===== src/rtl/sa_pkg.sv =====
// Shared types and constants for the 2x2 systolic array feeder and its tag pipeline.
package sa_pkg;

    localparam int DATA_W = 8;

    typedef enum logic [2:0] {
        IDLE,
        LOAD0,
        LOAD1,
        STREAM,
        DRAIN
    } state_t;

    typedef struct packed {
        logic       valid;
        logic [1:0] idx;
    } tag_t;

    localparam logic [2:0] CSEL_IDLE = 3'b000;
    localparam logic [2:0] CSEL_ACC  = 3'b100;

    // Accumulate-into-slot select for a live tag, idle select otherwise.
    function automatic logic [2:0] csel_of(input tag_t t);
        return t.valid ? (CSEL_ACC | {1'b0, t.idx}) : CSEL_IDLE;
    endfunction

endpackage


===== src/rtl/sa_tag_pipe.sv =====
// {valid, idx} shift register that follows each accepted vector through the array latency.
module sa_tag_pipe
    import sa_pkg::*;
#(
    parameter int DEPTH = 3
) (
    input  logic clk,
    input  logic rst,
    input  tag_t in_tag,
    output tag_t out_tag
);

    tag_t tag_p [DEPTH];

    always_ff @(posedge clk or negedge rst) begin
        if (!rst) begin
            for (int i = 0; i < DEPTH; i++) begin
                tag_p[i] <= '0;
            end
        end else begin
            tag_p[0] <= in_tag;
            for (int i = 1; i < DEPTH; i++) begin
                tag_p[i] <= tag_p[i-1];
            end
        end
    end

    assign out_tag = tag_p[DEPTH-1];

endmodule


===== src/rtl/sa2x2_feeder.sv =====
// Operand sequencer and result collector for the 2x2 systolic array: weight load,
// skewed activation streaming, accumulator select and result capture, one job per start.
module sa2x2_feeder
    import sa_pkg::*;
#(
    parameter int N_VEC = 16,
    parameter int LAT   = 3
) (
    input  logic              clk,
    input  logic              rst,
    input  logic              start,
    input  logic [DATA_W-1:0] w11,
    input  logic [DATA_W-1:0] w12,
    input  logic [DATA_W-1:0] w21,
    input  logic [DATA_W-1:0] w22,
    input  logic              a_valid,
    output logic              a_ready,
    input  logic [DATA_W-1:0] a0,
    input  logic [DATA_W-1:0] a1,
    output logic [DATA_W-1:0] A_in_1,
    output logic [DATA_W-1:0] A_in_2,
    output logic [DATA_W-1:0] B_in_1,
    output logic [DATA_W-1:0] B_in_2,
    output logic [1:0]        P2_en,
    output logic [2:0]        c_sel,
    input  logic [DATA_W-1:0] SAout,
    output logic              res_valid,
    output logic [DATA_W-1:0] res_data,
    output logic              busy,
    output logic              done
);

    localparam logic [7:0] LAST_IDX   = 8'(N_VEC - 1);
    localparam logic [7:0] NVEC_SAT   = 8'(N_VEC);
    localparam logic [7:0] DRAIN_LAST = 8'(LAT + 1);

    state_t            state;
    logic [7:0]        vec_cnt;
    logic [7:0]        drain_cnt;
    logic [DATA_W-1:0] w11_q;
    logic [DATA_W-1:0] w12_q;
    logic [DATA_W-1:0] a1_p0;
    logic              xfer;
    tag_t              tag_p0;
    tag_t              tag_pl;

    assign xfer   = a_valid & a_ready;
    assign tag_p0 = {xfer, (xfer ? vec_cnt[1:0] : 2'b00)};

    // Stage 0 .. LAT-1 of the tag pipeline; the final stage is the c_sel/res_valid register.
    sa_tag_pipe #(
        .DEPTH(LAT)
    ) u_tag_pipe (
        .clk    (clk),
        .rst    (rst),
        .in_tag (tag_p0),
        .out_tag(tag_pl)
    );

    assign res_data = res_valid ? SAout : '0;

    always_ff @(posedge clk or negedge rst) begin
        if (!rst) begin
            state     <= IDLE;
            vec_cnt   <= '0;
            drain_cnt <= '0;
            w11_q     <= '0;
            w12_q     <= '0;
            a1_p0     <= '0;
            a_ready   <= 1'b0;
            A_in_1    <= '0;
            A_in_2    <= '0;
            B_in_1    <= '0;
            B_in_2    <= '0;
            P2_en     <= 2'b00;
            c_sel     <= CSEL_IDLE;
            res_valid <= 1'b0;
            busy      <= 1'b0;
            done      <= 1'b0;
        end else begin
            done      <= 1'b0;
            B_in_1    <= '0;
            B_in_2    <= '0;
            P2_en     <= 2'b00;
            // Bubbles enter the array as zero pairs; the skew register always shifts.
            A_in_1    <= xfer ? a0 : '0;
            a1_p0     <= xfer ? a1 : '0;
            A_in_2    <= a1_p0;
            c_sel     <= csel_of(tag_pl);
            res_valid <= tag_pl.valid;
            if (xfer && vec_cnt != NVEC_SAT) begin
                vec_cnt <= vec_cnt + 8'd1;
            end

            case (state)
                IDLE: begin
                    // The done cycle is itself IDLE, so a start there must be refused.
                    if (start && !done) begin
                        w11_q   <= w11;
                        w12_q   <= w12;
                        vec_cnt <= '0;
                        B_in_1  <= w21;
                        B_in_2  <= w22;
                        P2_en   <= 2'b11;
                        busy    <= 1'b1;
                        state   <= LOAD0;
                    end
                end
                LOAD0: begin
                    B_in_1 <= w11_q;
                    B_in_2 <= w12_q;
                    P2_en  <= 2'b01;
                    state  <= LOAD1;
                end
                LOAD1: begin
                    a_ready <= 1'b1;
                    state   <= STREAM;
                end
                STREAM: begin
                    if (xfer && vec_cnt == LAST_IDX) begin
                        a_ready   <= 1'b0;
                        drain_cnt <= '0;
                        state     <= DRAIN;
                    end
                end
                DRAIN: begin
                    if (drain_cnt == DRAIN_LAST) begin
                        busy  <= 1'b0;
                        done  <= 1'b1;
                        state <= IDLE;
                    end else begin
                        drain_cnt <= drain_cnt + 8'd1;
                    end
                end
                default: state <= IDLE;
            endcase
        end
    end

endmodule

===== config.mk =====
export PLATFORM = sky130hd
export DESIGN_NAME = sa2x2_feeder
export DESIGN_NICKNAME = d
export VERILOG_FILES = /design/src/rtl/sa_pkg.sv /design/src/rtl/sa_tag_pipe.sv /design/src/rtl/sa2x2_feeder.sv
export SDC_FILE = /design/constraint.sdc
export NUM_CORES = 1
export LEC_CHECK = 0
export ABC_AREA = 1
export BUFFER_PORTS_ARGS = -buffer_cell sky130_fd_sc_hd__buf_2
export CAP_MARGIN = 30
export CORE_UTILIZATION = 51
export DETAILED_ROUTE_END_ITERATION = 8
export GPL_TIMING_DRIVEN = 0
export PLACE_DENSITY = 0.87
export SLEW_MARGIN = 20
export SYNTH_ARGS = -nofsm -noshare
export SYNTH_HDL_FRONTEND = slang
export SYNTH_SLANG_ARGS = --single-unit

===== constraint.sdc =====
create_clock -name clk -period 1.8 [get_ports clk]
set_input_delay 0.27 -clock clk [delete_from_list [all_inputs] [get_ports clk]]
set_output_delay 0.27 -clock clk [all_outputs]
set_load 0.01 [all_outputs]

==> summary.txt <==
Status
  • Result of the run: complete, no violations

Global route
  • Total grt overflow: 0
  • Met3 Resource Use GR: 3.68%
  • Met2 Usage GRT: 36.4%
  • GRT Overall Usage: 21.1%
  • Initial antenna violation count: 0
  • Gr busiest metal: met2
  • Largest net degree at the start of global routing: 56
  • First-pass GRT wire length: 12.2 mm
  • Vias in the first global route: 2,896
  • Met1 usage: 25.2%

Final layout
  • Fillers: 539
  • Area growth, synth to finish: 23.4%
  • Share of cells above drive strength 1: 28.8%
  • Design Area, Final: 4610 um^2
  • Nets: 587
  • ANT cells: 0
  • Commonest cells after routing, fill and taps aside: nand2_1 (126), buf_2 (109), dfrtp_1 (92), inv_1 (44), nand3_1 (43)
  • Final core utilization: 66.5%
  • Commonest non-fill, non-tap cell in the layout: nand2_1

Floorplan
  • Die ar.: 7680 um^2
  • Die height: 87.6 um
  • Total core area: 6940 um^2
  • # IOs: 109
  • Initial core utilization: 53.8%
  • Chip width: 87.6 um
  • Row count: 30

CTS
  • H-tree levels: 3
  • CTS Hold Bufs: 1
  • Max Root-Sink Buffers: 2
  • Number of buffers created by CTS: 9
  • TritonCTS clock tree: yes
  • Setup repair bufs after CTS: 0
  • Root Buffer Master: clkbuf_8
  • Clock slew at reported path FFs: 0.10 ns
  • Clk sinks: 92
  • Clk Latency, worst-skew pair: 0.36 ns
  • Post-cts gate resize count: 0

Route
  • DRC: 0
  • WL final: 7.49 mm
  • Antenna-violating nets left: 0
  • Vias per Instance: 4.76
  • Total number of vias: 2,968
  • WL/cell: 12.0 um
  • Iteration-0 DRC Markers: 124
  • Drt pass-1 iters: 4

Logic synthesis
  • Syn nets: 466
  • Mapped Cells: 402
  • #FFs+latches synth: 92
  • Yosys Warn Count: 0
  • Seq/Total Area, Yosys: 61.6%
  • Syn_area_per_cell: 9.30 um^2
  • Synthesized area: 3740 um^2
  • Synth unique cells: 30

STA
  • Max frequency: 642 MHz
  • Setup WS post-layout: 0.242 ns
  • Slew @ Worst Pin: 0.492 ns
  • Hold Worst Slack: 0.0943 ns
  • Hold Violations, Final: 0
  • Worst Skew: 0.0117 ns
  • Min cycle time layout: 1.56 ns
  • Slew headroom: 67.2%
  • Endpoints failing setup: 0
  • Pins Over Slew Limit: 0
  • RSZ-0062 raised after global routing: no
  • Tcrit/Tclk final: 86.5%

Setup path
  • WP data required: 1.53 ns
  • Critical Path Slowest Stage Cell: dfrtp_1
  • Crit-path max FO: 8
  • Worst setup EP type: primary output
  • R2r setup slk: 0.31 ns
  • Top cell family by delay on the critical path: buffers and inverters
  • Biggest cell delay along the critical path: 0.37 ns
  • Critical path arrival: 1.29 ns
  • Setup CP Type: register to primary output
  • Buf+Inv Stages, Crit Path: 3
  • Worst path cell trace: clkbuf_1 -> nand2_1 -> inv_1 -> buf_2
  • Critical Path Start Type: register

Flow run
  • Max Cap Viol: 0

Pwr
  • IR drop worst, VDD: 0.629 mV
  • Pleak: 2.68 nW
  • Power Density: 1250 nW/um^2

Placed design
  • DP Worst Slack: 0.320 ns
  • Final Wtd Congestion: 0.807
  • Dpl hpwl: 5.46 mm
  • Placed inst area: 4430 um^2
  • PortBufs: 108

Worst hold path
  • Worst hold path class: input port to register
[per-stage QoR]
| step | total power [mW] | cells | setup TNS [ns] |
|---|---|---|---|
| after floorplan | 3.96 | 402 | 0 |
| after global placement | 4.44 | 606 | -27.65 |
| after detailed placement | 4.57 | 607 | 0 |
| after CTS | 5.82 | 624 | 0 |
| after global routing | 6.19 | 624 | 0 |
| final | 5.79 | 624 | 0 |
[cell families after synthesis]
group | synth area share [%]
buffers and inverters | 7.40
xor gates and xnor gates | 0.937
DFF | 61.6
adders and majority gates | 1.34
and+or+nand+nor | 25.9
AOI/OAI and AO/OA | 2.88
[report_power, final]
part           leakage (nW)  internal (mW)  total (mW)  switching (mW)
Sequential             1.17           2.60        2.92           0.324
Clock                0.0929          0.520        1.25           0.731
Combinational          1.42          0.610        1.61            1.00
[cells in the mapped netlist]
master / instances / share of area, %
a21o_1: 1 / 0.20
dfrtp_1: 92 / 62
nand2_1: 126 / 13
a21oi_1: 3 / 0.40
inv_2: 4 / 0.40
o21ai_4: 1 / 0.44
buf_2: 2 / 0.27
xnor2_1: 1 / 0.23
buf_4: 4 / 0.80
o21ai_1: 2 / 0.27
nand2_2: 1 / 0.17
nand4_1: 1 / 0.17
a211o_1: 1 / 0.23
o21ai_0: 10 / 1.3
nand4_4: 1 / 0.57
ha_1: 4 / 1.3
nor2_1: 39 / 3.9
clkbuf_1: 2 / 0.20
nand3_1: 43 / 5.8
nor2_4: 1 / 0.30
clkinv_2: 1 / 0.13
nand2_4: 2 / 0.60
nor2_8: 1 / 0.54
buf_1: 1 / 0.10
xor2_1: 3 / 0.70
inv_1: 44 / 4.4
nor2_2: 6 / 1.0
buf_6: 3 / 0.90
nand3b_1: 1 / 0.20
inv_4: 1 / 0.17
[layout make-up]
cell class	instances	area (um^2)	area share (%)
clock buffer	10	128	2.77
multi-input combinational	248	1160	25.1
tap	96	120	2.60
timing repair buffer	110	581	12.6
inverter	50	191	4.15
buffer	12	85.1	1.84
sequential	92	2300	49.9
clock inverter	6	47.5	1.03
[registers in the layout (all words and copies together) (netlist names), 6 cells and up]
signal and cells:
A_in_1 8, A_in_2 8, B_in_1 8, B_in_2 8
a1_p0 8, drain_cnt 8, u_tag_pipe.tag_p 6, vec_cnt 8
w11_q 8, w12_q 8
[worst min-delay path: stages]
cell	delay, ns
buf_2	0.07
nand2_1	0.04
nand2_1	0.04
[layer usage]
metal / share of wire, % / vias to the layer above
met1: 42 / 1366
met2: 50 / 123
met3: 6.7 / 10
met5: 0 / -
met4: 1.6 / 0
li1: - / 1469
[worst paths after layout]
check / from / end / depth (start not counted)
min reg2reg: a1_p0[7]$_DFF_PN0_ / A_in_2[7]$_DFF_PN0_ / 0
min in group asynchronous: rst / A_in_2[2]$_DFF_PN0_ / 2
max in group asynchronous: rst / done$_DFF_PN0_ / 3
min: w22[0] / B_in_2[0]$_DFF_PN0_ / 3
max reg2reg: drain_cnt[0]$_DFFE_PN0P_ / drain_cnt[1]$_DFFE_PN0P_ / 7
max: c_sel[2]$_DFF_PN0_ / res_data[3] / 4
No activity file was read; power rests on OpenSTA's default activity.
